### config.mk
export PLATFORM = sky130hd
export DESIGN_NAME = pe_stream_dispatcher_flat
export DESIGN_NICKNAME = d
export VERILOG_FILES = /design/src/rtl/pe_stream_dispatcher_if.sv /design/src/rtl/pe_stream_dispatcher.sv /design/src/flat_wrapper.sv
export SDC_FILE = /design/constraint.sdc
export NUM_CORES = 1
export LEC_CHECK = 0
export ABC_CLOCK_PERIOD_IN_PS = 3200
export CORE_ASPECT_RATIO = 1.25
export CORE_MARGIN = 1.5
export CORE_UTILIZATION = 45
export DETAILED_ROUTE_END_ITERATION = 8
export PLACE_DENSITY = 0.84
export SKIP_LAST_GASP = 1
export SLEW_MARGIN = 5
export SYNTH_ARGS = -nofsm -noshare
export SYNTH_HDL_FRONTEND = slang
export SYNTH_HIERARCHICAL = 1
export SYNTH_SLANG_ARGS = --single-unit
### constraint.sdc
create_clock -name clk -period 3.2 [get_ports clk]
set_input_delay 0.32 -clock clk [delete_from_list [all_inputs] [get_ports clk]]
set_output_delay 0.32 -clock clk [all_outputs]
set_load 0.1 [all_outputs]
### src/rtl/pe_stream_dispatcher_if.sv
// Stream-in / lane-out bundle for pe_stream_dispatcher.
// master = upstream source + PE array side, slave = the dispatcher itself.
interface pe_stream_dispatcher_if #(
  parameter int DataWidth       = 32,
  parameter int LaneCount       = 7,
  parameter int LaneAddrWidth   = 3,
  parameter int BlockCountWidth = 2
);
  logic                           Mode;
  logic                           DataInValid;
  logic                           DataInRdy;
  logic [DataWidth-1:0]           DataIn;
  logic [LaneCount*DataWidth-1:0] Lane_DataOut;
  logic [LaneCount-1:0]           Lane_Valid;
  logic [LaneCount-1:0]           Lane_Rdy;
  logic [LaneAddrWidth-1:0]       PEAddr;
  logic [BlockCountWidth-1:0]     Block_Counter;
  logic                           TileDone;
  logic                           Busy;
  logic [15:0]                    Perf_StallCount;

  modport master (
    output Mode, DataInValid, DataIn, Lane_Rdy,
    input  DataInRdy, Lane_DataOut, Lane_Valid, PEAddr, Block_Counter,
           TileDone, Busy, Perf_StallCount
  );

  modport slave (
    input  Mode, DataInValid, DataIn, Lane_Rdy,
    output DataInRdy, Lane_DataOut, Lane_Valid, PEAddr, Block_Counter,
           TileDone, Busy, Perf_StallCount
  );
endinterface

### src/rtl/pe_stream_dispatcher.sv
// Round-robin / broadcast scatter of one word stream into LaneCount PE holding registers.
// Optional stall counter enabled by defining PE_DISPATCH_PERF_EN.
module pe_dispatch_lane #(
  parameter int DataWidth = 32
) (
  input  logic                 clk,
  input  logic                 aclr,
  input  logic                 load,
  input  logic                 consume,
  input  logic [DataWidth-1:0] din,
  output logic [DataWidth-1:0] data,
  output logic                 valid,
  output logic                 free
);
  assign free = !valid || consume;

  // Data is held after a drain; only the valid flag drops.
  always_ff @(posedge clk or posedge aclr) begin
    if (aclr) begin
      data  <= '0;
      valid <= 1'b0;
    end else if (load) begin
      data  <= din;
      valid <= 1'b1;
    end else if (consume) begin
      valid <= 1'b0;
    end
  end
endmodule

module pe_stream_dispatcher #(
  parameter int DataWidth       = 32,
  parameter int LaneCount       = 7,
  parameter int LaneAddrWidth   = 3,
  parameter int FirstBlockElems = 7,
  parameter int NextBlockElems  = 4,
  parameter int BlockCount      = 4,
  parameter int BlockCountWidth = 2
) (
  input logic                  clk,
  input logic                  aclr,
  pe_stream_dispatcher_if.slave bus
);
  localparam int ElemWidth = $clog2(LaneCount + 1);

  typedef enum logic {Idle, Active} tileState_e;

  tileState_e                            state, stateNext;
  logic [LaneCount-1:0][DataWidth-1:0]   laneData;
  logic [LaneCount-1:0]                  laneValid, laneFree, laneLoad;
  logic [LaneAddrWidth-1:0]              peAddr;
  logic [BlockCountWidth-1:0]            blockCnt;
  logic [ElemWidth-1:0]                  elemCnt, blockLimit;
  logic modeReg, effMode, inRdy, accept, lastInBlock, lastBlock, tileEnd, tileDone;

  // The first word of a tile uses the live Mode input; the rest use the latched copy.
  assign effMode     = (state == Active) ? modeReg : bus.Mode;
  assign inRdy       = effMode ? &laneFree : laneFree[peAddr];
  assign accept      = bus.DataInValid && inRdy;
  assign blockLimit  = (blockCnt == '0) ? ElemWidth'(FirstBlockElems) : ElemWidth'(NextBlockElems);
  assign lastInBlock = (elemCnt == blockLimit - 1'b1);
  assign lastBlock   = (blockCnt == BlockCountWidth'(BlockCount - 1));
  assign tileEnd     = accept && lastInBlock && lastBlock;

  for (genvar i = 0; i < LaneCount; i++) begin : gLane
    assign laneLoad[i] = accept && (effMode || (peAddr == LaneAddrWidth'(i)));
    pe_dispatch_lane #(.DataWidth(DataWidth)) uLane (
      .clk     (clk),
      .aclr    (aclr),
      .load    (laneLoad[i]),
      .consume (bus.Lane_Rdy[i]),
      .din     (bus.DataIn),
      .data    (laneData[i]),
      .valid   (laneValid[i]),
      .free    (laneFree[i])
    );
  end

  always_ff @(posedge clk or posedge aclr) begin
    if (aclr) state <= Idle;
    else      state <= stateNext;
  end

  always_comb begin
    stateNext = state;
    case (state)
      Idle:    if (accept && !tileEnd) stateNext = Active;
      Active:  if (tileEnd) stateNext = Idle;
      default: stateNext = Idle;
    endcase
  end

  always_ff @(posedge clk or posedge aclr) begin
    if (aclr) begin
      peAddr   <= '0;
      blockCnt <= '0;
      elemCnt  <= '0;
      modeReg  <= 1'b0;
      tileDone <= 1'b0;
    end else begin
      tileDone <= tileEnd;
      if (accept) begin
        if (state == Idle) modeReg <= bus.Mode;
        if (tileEnd) begin
          peAddr   <= '0;
          blockCnt <= '0;
          elemCnt  <= '0;
        end else begin
          if (!effMode)
            peAddr <= (peAddr == LaneAddrWidth'(LaneCount - 1)) ? '0 : peAddr + 1'b1;
          if (lastInBlock) begin
            elemCnt  <= '0;
            blockCnt <= blockCnt + 1'b1;
          end else begin
            elemCnt  <= elemCnt + 1'b1;
          end
        end
      end
    end
  end

`ifdef PE_DISPATCH_PERF_EN
  logic [15:0] stallCnt;
  always_ff @(posedge clk or posedge aclr) begin
    if (aclr)
      stallCnt <= '0;
    else if (bus.DataInValid && !inRdy && stallCnt != 16'hFFFF)
      stallCnt <= stallCnt + 1'b1;
  end
  assign bus.Perf_StallCount = stallCnt;
`else
  assign bus.Perf_StallCount = '0;
`endif

  assign bus.DataInRdy     = inRdy;
  assign bus.Lane_DataOut  = laneData;
  assign bus.Lane_Valid    = laneValid;
  assign bus.PEAddr        = peAddr;
  assign bus.Block_Counter = blockCnt;
  assign bus.TileDone      = tileDone;
  assign bus.Busy          = (state == Active);
endmodule

### src/flat_wrapper.sv
// flat-port wrapper written by rule: the top's interface ports become plain ports
module pe_stream_dispatcher_flat 
#(
  parameter int DataWidth       = 32,
  parameter int LaneCount       = 7,
  parameter int LaneAddrWidth   = 3,
  parameter int FirstBlockElems = 7,
  parameter int NextBlockElems  = 4,
  parameter int BlockCount      = 4,
  parameter int BlockCountWidth = 2
)
  (clk, aclr, bus_Mode, bus_DataInValid, bus_DataIn, bus_Lane_Rdy, bus_DataInRdy, bus_Lane_DataOut, bus_Lane_Valid, bus_PEAddr, bus_Block_Counter, bus_TileDone, bus_Busy, bus_Perf_StallCount);
  pe_stream_dispatcher_if #(.DataWidth(DataWidth), .LaneCount(LaneCount), .LaneAddrWidth(LaneAddrWidth), .BlockCountWidth(BlockCountWidth)) bus_i ();
  input logic clk;
  input logic aclr;
  input wire logic [$bits(bus_i.Mode)-1:0] bus_Mode;
  input wire logic [$bits(bus_i.DataInValid)-1:0] bus_DataInValid;
  input wire logic [$bits(bus_i.DataIn)-1:0] bus_DataIn;
  input wire logic [$bits(bus_i.Lane_Rdy)-1:0] bus_Lane_Rdy;
  output wire logic [$bits(bus_i.DataInRdy)-1:0] bus_DataInRdy;
  output wire logic [$bits(bus_i.Lane_DataOut)-1:0] bus_Lane_DataOut;
  output wire logic [$bits(bus_i.Lane_Valid)-1:0] bus_Lane_Valid;
  output wire logic [$bits(bus_i.PEAddr)-1:0] bus_PEAddr;
  output wire logic [$bits(bus_i.Block_Counter)-1:0] bus_Block_Counter;
  output wire logic [$bits(bus_i.TileDone)-1:0] bus_TileDone;
  output wire logic [$bits(bus_i.Busy)-1:0] bus_Busy;
  output wire logic [$bits(bus_i.Perf_StallCount)-1:0] bus_Perf_StallCount;
  assign bus_i.Mode = bus_Mode;
  assign bus_i.DataInValid = bus_DataInValid;
  assign bus_i.DataIn = bus_DataIn;
  assign bus_i.Lane_Rdy = bus_Lane_Rdy;
  assign bus_DataInRdy = bus_i.DataInRdy;
  assign bus_Lane_DataOut = bus_i.Lane_DataOut;
  assign bus_Lane_Valid = bus_i.Lane_Valid;
  assign bus_PEAddr = bus_i.PEAddr;
  assign bus_Block_Counter = bus_i.Block_Counter;
  assign bus_TileDone = bus_i.TileDone;
  assign bus_Busy = bus_i.Busy;
  assign bus_Perf_StallCount = bus_i.Perf_StallCount;
  pe_stream_dispatcher #(.DataWidth(DataWidth), .LaneCount(LaneCount), .LaneAddrWidth(LaneAddrWidth), .FirstBlockElems(FirstBlockElems), .NextBlockElems(NextBlockElems), .BlockCount(BlockCount), .BlockCountWidth(BlockCountWidth)) u_core (.clk(clk), .aclr(aclr), .bus(bus_i));
endmodule
* Yosys cells after proc, flatten, opt, wreduce, memory -nomap -nowiden *
Cells that the tools add are included.

cells by class
  bitwise gates (word level) = 1
  reductions and logical operators = 46
  eq/ne operators = 9
  add/sub/neg operators = 4
  mux-type cells = 29
  $lt $le $gt $ge = 1

operators with widths
  kind                                                                           count
  1-bit 2-to-1 mux                                                               19
  2-bit nonzero test                                                             8
  3-bit 2-to-1 mux                                                               5
  1-bit logical OR                                                               14
  1-bit logical AND                                                              11
  3-bit == test (second input constant)                                          3
  1-bit zero test                                                                8
  7-bit AND reduction                                                            1
  3-bit by 1-bit adder with 3-bit output (second input constant)                 2
  3-bit by 2-bit == test with 1-bit output (second input constant)               2
  2-bit 2-to-1 mux                                                               3
  3-bit by 4-bit less-than comparator with 1-bit output (second input constant)  1
  2-bit AND reduction                                                            2
  1-bit binary-select mux with 3-bit select                                      1
  3-bit by 1-bit == test with 1-bit output (second input constant)               1
  3-bit == test                                                                  1
  3-bit zero test                                                                1
  3-bit by 1-bit subtractor with 3-bit output (second input constant)            1
  2-bit by 1-bit adder with 2-bit output (second input constant)                 1
  2-bit == test (second input constant)                                          1
  2-bit zero test                                                                1
  2-bit != test (second input constant)                                          1
  1-bit case mux with 2 select lines                                             1
  1-bit inverter                                                                 1

storage, ports and cells
  logic and storage cells = 110
  bits of input ports = 43
  bits in registers = 242
  output and inout port bits = 255

* Depth between registers and ports, before layout *
Gate-level depths: netlist of run 1.

  depth in word-level cells = 12
  depth in mapped cells = 11
  mapped depth without buffers = 7

* Hierarchy *
The synthesis of run 1 kept the hierarchy.

modules (own cells, without submodules)
  module                cells each  area an instance (um2)  seq. area each (um2)  instances
  pe_dispatch_lane      72          1,382.6                 825.8                 7
  pe_stream_dispatcher  106         957.2                   275.3                 1

* Least setup slack after synthesis of run 1 *
Ideal clock, no wire load.

  kind = register to output
  start = register u_core.state, in the netlist u_core/bus.Busy
  end = output port bus_DataInRdy
  cell stages (with the launch flop) = 4
  data required time = 2.880 ns
  path slack = -0.672 ns
  path buffers = 1
  data arrival time = 3.552 ns
  cell sequence = dfrtp_1 > mux2i_1 > clkbuf_1 > o21ai_0

on the way
  cells in the longest elaborated chain, start to end = 2

ends and longest elaborated chain
  element                 line                        source
  start, declared         pe_stream_dispatcher.sv:48  tileState_e state, stateNext;
  start signal, assigned  pe_stream_dispatcher.sv:80  if (aclr) state <= Idle;
  start signal, assigned  pe_stream_dispatcher.sv:81  else state <= stateNext;
  1-bit 2-to-1 mux        pe_stream_dispatcher.sv:57  assign effMode = (state == Active) ? modeReg : bus.Mode;
  1-bit 2-to-1 mux        pe_stream_dispatcher.sv:58  assign inRdy = effMode ? &laneFree : laneFree[peAddr];
  end, declared           flat_wrapper.sv:20          output wire logic [$bits(bus_i.DataInRdy)-1:0] bus_DataInRdy;

No other way between the ends.

* Final worst setup path of run 1 *
  start = register u_core.gLane[6].uLane.valid
  end = register u_core.gLane[5].uLane.data[22]

on the way
  cells in the longest elaborated chain, start to end = 7
  elaborated cells between the ends (all ways) = 8
  those cells by class = mux: 3; reduce/logical: 5

ends and longest elaborated chain
  element                                    line                        source
  start, declared                            pe_stream_dispatcher.sv:12  output logic valid,
  start signal, assigned                     pe_stream_dispatcher.sv:21  valid <= 1'b0;
  start signal, assigned                     pe_stream_dispatcher.sv:24  valid <= 1'b1;
  start signal, assigned                     pe_stream_dispatcher.sv:26  valid <= 1'b0;
  1-bit zero test (*)                        pe_stream_dispatcher.sv:15  assign free = !valid || consume;
  1-bit logical OR (*)                       pe_stream_dispatcher.sv:15
  via u_core.laneFree[6]                     pe_stream_dispatcher.sv:50  logic [LaneCount-1:0] laneValid, laneFree, laneLoad;
  1-bit binary-select mux with 3-bit select  pe_stream_dispatcher.sv:58
  1-bit 2-to-1 mux (implied by the code)     pe_stream_dispatcher.sv:58
  1-bit 2-to-1 mux (*)                       pe_stream_dispatcher.sv:58
  1-bit logical AND (*)                      pe_stream_dispatcher.sv:59  assign accept = bus.DataInValid && inRdy;
  1-bit logical AND (*)                      pe_stream_dispatcher.sv:66  assign laneLoad[i] = accept && (effMode || (peAddr == LaneAddrWidth'(i)));
  via u_core.laneLoad[5]                     pe_stream_dispatcher.sv:50
  end signal, assigned                       pe_stream_dispatcher.sv:23  data <= din;
  end, declared                              pe_stream_dispatcher.sv:11  output logic [DataWidth-1:0] data,

Mark *: on every way through the listed nets, which the timed path passes. The rest lies on a longest branch. The select of a mux whose other input is x is not followed.
A chain may end at the register's enable or synchronous reset.

==> results of run 1 <==
[cell usage in the layout (no fill, tap or decap), drive strengths merged, types with 3 or more instances in the layout]
cell type	instances
clkdlybuf4s50	273
dfrtp	242
mux2	228
clkbuf	32
buf	26
conb	16
inv	16
nand2b	14
nor2	9
a21oi	9
clkinv	7
nand2	7
nand3	4
ha	4
o21ai	4
bufinv	3
a32o	3
nor2b	3
mux2i	3
[logic make-up after synthesis]
kind of cell	after synthesis	share of synthesized area (%)
DFF	242	56.94
muxes	231	31.62
AOI/OAI and AO/OA	21	1.471
and+or+nand+nor	48	2.753
other	1	0.03526
adders and majority gates	4	0.4706
buffers and inverters	63	6.706
[layout make-up]
type,count,area (um2),share of cell area (%)
inverter,15,56.30,0.3908
tap,288,360.3,2.501
sequential,242,6056,42.03
multi-input combinational,320,4005,27.80
timing repair buffer,299,3090,21.45
clock inverter,13,148.9,1.033
clock buffer,32,691.9,4.802
[worst paths after layout]
| check | from | endpoint | slack (ns) | depth (start not counted) |
|---|---|---|---|---|
| max | u_core/gLane[6].uLane/valid$_DFFE_PP0P_ | u_core/gLane[5].uLane/data[22]$_DFFE_PP0P_ | 0.74 | 8 |
| min | aclr | u_core/elemCnt[1]$_DFFE_PP0P_ | 0.40 | 2 |
| max reg2reg | u_core/gLane[6].uLane/valid$_DFFE_PP0P_ | u_core/gLane[5].uLane/data[22]$_DFFE_PP0P_ | 0.74 | 8 |
| min reg2reg | u_core/gLane[5].uLane/data[21]$_DFFE_PP0P_ | u_core/gLane[5].uLane/data[21]$_DFFE_PP0P_ | 0.51 | 1 |
| max in group asynchronous | aclr | u_core/gLane[0].uLane/data[6]$_DFFE_PP0P_ | 1.93 | 2 |
| min in group clk | bus_Lane_Rdy[1] | u_core/gLane[1].uLane/valid$_DFFE_PP0P_ | 0.47 | 3 |
[sequential cells by signal, summed over array words and instances (netlist names)]
name / count
u_core/modeReg: 1
u_core/elemCnt: 3
u_core/gLane.uLane/data: 224
u_core/bus.Block_Counter: 2
u_core/bus.Busy: 1
u_core/gLane.uLane/valid: 7
u_core/bus.TileDone: 1
u_core/bus.PEAddr: 3
[stage by stage]
| step | std cells | cell area (um2) |
|---|---|---|
| 3_3_place_gp | 1164 | 13570 |
| 2_1_floorplan | 625 | 10690 |
| 4_1_cts | 1209 | 14410 |
| 3_5_place_dp | 1164 | 13570 |
| 5_1_grt | 1209 | 14410 |
| 6_report | 1209 | 14410 |
[layer usage]
layer | vias to the layer above | routed length [um] | global-route usage, %
li1 | 2682 | - | -
met1 | 3308 | 11370 | 28.39
met2 | 231 | 14630 | 41.48
met3 | 44 | 1200 | 3.234
met4 | 0 | 806 | 7.161
met5 | - | 0 | 0
==> reports/results.ini, run 1 <==
[layout]
final_nets=950
drive_above_1_share_pct=34.20
area.growth.synth_to_final_pct=35.48
nFillCells=1708
final_util_pct=62.33
antenna_cells=0

[timing]
hold_viol_final=0
final_max_slew_viol_count=0
setup_viol=0
fin_crit_ns=2.458
holdWs_ns=0.4001
finalCritPeriodShare_pct=76.80
fmaxAchievable_ghz=0.4069
tightest_slew_ns=1.080
finClkSkew_ns=0.01479
slew_headroom_pct=27.80
tns_ns=0
fin_ws_ns=0.7423
rsz0062_at_grt=no

[yosys]
synth_most_common_cell=dfrtp_1
syn_area_mm2=0.01064
synth.distinct_cells=38
synth_top_area_share_pct=56.94
synthTopCellsByArea=dfrtp_1 (57%), mux2_4 (29%), buf_12 (4.0%)
yosysSeqAreaShare_pct=56.94
synth_area_leader_cell=dfrtp_1
yosysWarnings=6
synth_seq_cells=242
synth_common_cells=dfrtp_1 (242), mux2_4 (204), mux2_2 (23)
synthCells=610
synth_edf_count=0
post_synth.cell_area_avg_um2=17.43
async_flop_share_pct=100.0
synthFlopType=dfrtp_1

[route]
totalWireLength_um=28020
vias=6265
ant_nets=0
drc_errors=0
first_iter_violations=175
avgViaCountPerCell=5.182
routedWlPerCell_um=23.17
dr.pass1.iters=4

[die]
core_mm2=0.02312
initial_core_util_pct=46.01
die_h_um=174.9
dieArea_mm2=0.02457
ios=298
rows=62
die_w_um=140.5

[setup_path]
max_stage_delay_ns=0.38
crit_type=flop to flop
worst-path-buf-inv=1
worst_setup_path_start_kind=flop
path_max_fanout=13
crit_required_ns=3.61
crit_arrival_ns=2.86
cp_slowest_cell=a221o_1
crit_family=simple AND/OR/NAND/NOR gates
critPathMostFrequentCell=mux2_4
cp_cell_sequence=nand2b_1, mux2_4, a221o_1, and4_4, nor2_8, a21oi_4, buf_4, mux2_4
end_kind=flop

[clock_network]
cts_hold_buffers=0
clk_pin_slew_ns=0.06
cts_htree_levels=1
cts_tree=done
cts-resized-gates=0
clk_latency_ns=0.52
cts_setup_buffers=0
cts_inserted_buffers=25
clockBufferDepth=3
root_buffer=clkbuf_16
cts_sinks=242

[flow_run]
max_cap_violations=0

[global_routing]
antenna_found_initial=0
grt_pass1_wl_um=43130
overflow=0
grt_max_degree=34
grt_use_total_pct=22.95
grt_pass1_vias=6863

[place]
portBuffers=281
dp_slack_ns=0.3174
gp_congestion=0.7944
dp_hpwl_um=18940

[status]
outcome=completed

[min_path]
min_path_type=primary input to asynchronous set/reset pin

Power of run 1 is not shown: default switching activity piles up to over one toggle a cycle in this logic, so the estimate is an artifact.
==> run 2: changes to the inputs <==
--- a/config.mk
+++ b/config.mk
@@ -5,7 +5,7 @@
 export SDC_FILE = /design/constraint.sdc
 export NUM_CORES = 1
 export LEC_CHECK = 0
-export ABC_CLOCK_PERIOD_IN_PS = 3200
+export ABC_CLOCK_PERIOD_IN_PS = 2300
 export CORE_ASPECT_RATIO = 1.25
 export CORE_MARGIN = 1.5
 export CORE_UTILIZATION = 45
==> constraint.sdc (replaced) <==
create_clock -name clk -period 2.3 [get_ports clk]
set_input_delay 0.23 -clock clk [delete_from_list [all_inputs] [get_ports clk]]
set_output_delay 0.23 -clock clk [all_outputs]
set_load 0.1 [all_outputs]
==> run 2 against run 1 <==
The flow now finishes with violations (setup timing). Global-route usage decreased by 0.54 points. Cell count increased by 2.6%. Highest routed layer unchanged. Critical path depth unchanged.
==> reports/results.ini, run 2 (synthesized netlist as in run 1, its figures left out) <==
[setup_path]
crit_required_ns=2.69  ; was 3.61 ns
crit_arrival_ns=2.75  ; was 2.86 ns
end_kind=flop  ; unchanged
worst_setup_path_start_kind=flop  ; unchanged
crit_type=flop to flop  ; unchanged
path_max_fanout=8  ; was 13

[timing]
final_max_slew_viol_count=0  ; unchanged
tns_ns=-1.313  ; was 0 ns
holdWs_ns=0.2814  ; was 0.4001 ns
setup_viol=56  ; was 0
finalCritPeriodShare_pct=102.3  ; was 76.80%
finClkSkew_ns=0.008651  ; was 0.01479 ns
rsz0062_at_grt=yes  ; was no
slew_headroom_pct=62.69  ; was 27.80%
fin_crit_ns=2.354  ; was 2.458 ns
fmaxAchievable_ghz=0.4249  ; was 0.4069 GHz
hold_viol_final=0  ; unchanged
fin_ws_ns=-0.05355  ; was 0.7423 ns
tightest_slew_ns=0.5560  ; was 1.080 ns

[route]
totalWireLength_um=27900  ; was 28,020 um
first_iter_violations=265  ; was 175
routedWlPerCell_um=22.50  ; was 23.17 um
drc_errors=0  ; unchanged
dr.pass1.iters=4  ; unchanged
ant_nets=0  ; unchanged
avgViaCountPerCell=5.101  ; was 5.182
vias=6325  ; was 6,265

[clock_network]
cts_tree=done  ; unchanged
cts_hold_buffers=0  ; unchanged
clk_pin_slew_ns=0.06  ; about the same
clockBufferDepth=3  ; unchanged
cts_htree_levels=1  ; unchanged
root_buffer=clkbuf_16  ; unchanged
cts_sinks=242  ; unchanged
cts_inserted_buffers=24  ; was 25
clk_latency_ns=0.51  ; was 0.52 ns

[layout]
regMostFlops=u_core/gLane.uLane/data  ; unchanged
antenna_cells=0  ; unchanged
final_common_cell=buf_4  ; was clkdlybuf4s50_1
final_nets=982  ; was 950
area.growth.synth_to_final_pct=34.79  ; was 35.48%
largest_reg_flops=224  ; unchanged
nFillCells=1730  ; was 1,708
final_cell_mix=buf_4 (262), dfrtp_1 (229), mux2_4 (204)  ; was clkdlybuf4s50_1 (273), dfrtp_1 (242), mux2_4 (204)
drive_above_1_share_pct=62.61  ; was 34.20%
reg_top3=u_core/gLane.uLane/data: 224 flops, u_core/gLane.uLane/valid: 7 flops  ; unchanged

[die]
die_w_um=140.5  ; unchanged
rows=62  ; unchanged
core_mm2=0.02312  ; unchanged
dieArea_mm2=0.02457  ; unchanged
initial_core_util_pct=46.01  ; unchanged
ios=298  ; unchanged
die_h_um=174.9  ; unchanged

[global_routing]
grt_max_degree=27  ; was 34
grt_use_total_pct=22.41  ; was 22.95%
antenna_found_initial=1  ; was 0
grt_pass1_wl_um=42100  ; was 43,130 um
overflow=0  ; unchanged
grt_pass1_vias=6746  ; was 6,863

[flow_run]
max_cap_violations=0  ; unchanged

[min_path]
min_path_type=primary input to asynchronous set/reset pin  ; unchanged

[place]
dp_hpwl_um=19430  ; was 18,940 um
gp_congestion=0.8139  ; was 0.7944
portBuffers=281  ; unchanged

[status]
failed_checks=setup timing
outcome=complete, but fails checks  ; was completed

run 2: cell count changes in the layout (fill, tap and decap cells not counted), sizes merged:
cell / before / now
buf: 26 / 288
bufinv: 3 / 4
clkinvlp: 2 / 1
clkdlybuf4s50: 273 / 42
clkinv: 7 / 3
clkbuf: 32 / 36
run 2: metrics by stage:
| step | instances | setup slack [ns] | utilization (%) | cell area [um2] |
|---|---|---|---|---|
| after floorplan | 625 | -0.2402 | - | 10740 |
| after global placement | 1192 | -0.2600 | 57.70 | 13340 |
| after detailed placement | 1192 | -0.2856 | 57.70 | 13340 |
| after CTS | 1236 | -0.03919 | 61.54 | 14230 |
| after global routing | 1240 | -0.1110 | 62.01 | 14340 |
| final | 1240 | -0.05355 | 62.01 | 14340 |
run 2: per-layer routing:
layer / global-route usage (%) / routed length, um / vias to the layer above / share of wire, %
met5: 0 / 0 / - / 0
met4: 7.161 / 770 / 0 / 2.8
met3: 3.837 / 1510 / 43 / 5.4
met2: 37.85 / 13760 / 244 / 49
met1: 29.55 / 11850 / 3294 / 42
li1: - / - / 2744 / -
run 2: path summary, 6_finish.rpt:
kind / depth (start not counted) / from / slack [ns] / endpoint
max: 8 / u_core/bus.PEAddr[1]$_DFFE_PP0P_ / -0.05 / u_core/gLane[0].uLane/data[16]$_DFFE_PP0P_
max reg2reg: 8 / u_core/bus.PEAddr[1]$_DFFE_PP0P_ / -0.05 / u_core/gLane[0].uLane/data[16]$_DFFE_PP0P_
min: 2 / aclr / 0.28 / u_core/gLane[3].uLane/valid$_DFFE_PP0P_
max in group asynchronous: 3 / aclr / 1.29 / u_core/gLane[6].uLane/data[2]$_DFFE_PP0P_
min reg2reg: 1 / u_core/gLane[6].uLane/data[9]$_DFFE_PP0P_ / 0.51 / u_core/gLane[6].uLane/data[9]$_DFFE_PP0P_
min in group clk: 3 / bus_Lane_Rdy[4] / 0.38 / u_core/gLane[4].uLane/valid$_DFFE_PP0P_
run 2: what timing repair did:
item,in CTS,in global routing
pin swaps,0,1
cloned,0,3
setup endpoints to repair,16,169
resized for setup,0,7
setup buffers,1,1
run 2: area by class of cell:
class	count	area, um2	share of cell area [%]
flip-flops and latches	242	6082	42.43
multi-input cells	320	4034	28.14
repair buffers	332	2922	20.38
clock buffers	34	729.5	5.089
well taps	288	360.3	2.514
clock inverters	9	151.4	1.056
inverters	15	56.30	0.3928
run 2: critical path: stages, from the launching register on:
cell and delay (ns):
dfrtp_4 0.49, mux2_4 0.30, a221o_1 0.34, and4_4 0.18
nor2_8 0.25, a21oi_4 0.06, buf_12 0.15, clkbuf_16 0.16
mux2_4 0.29
Power of run 2 is left out for the same reason.
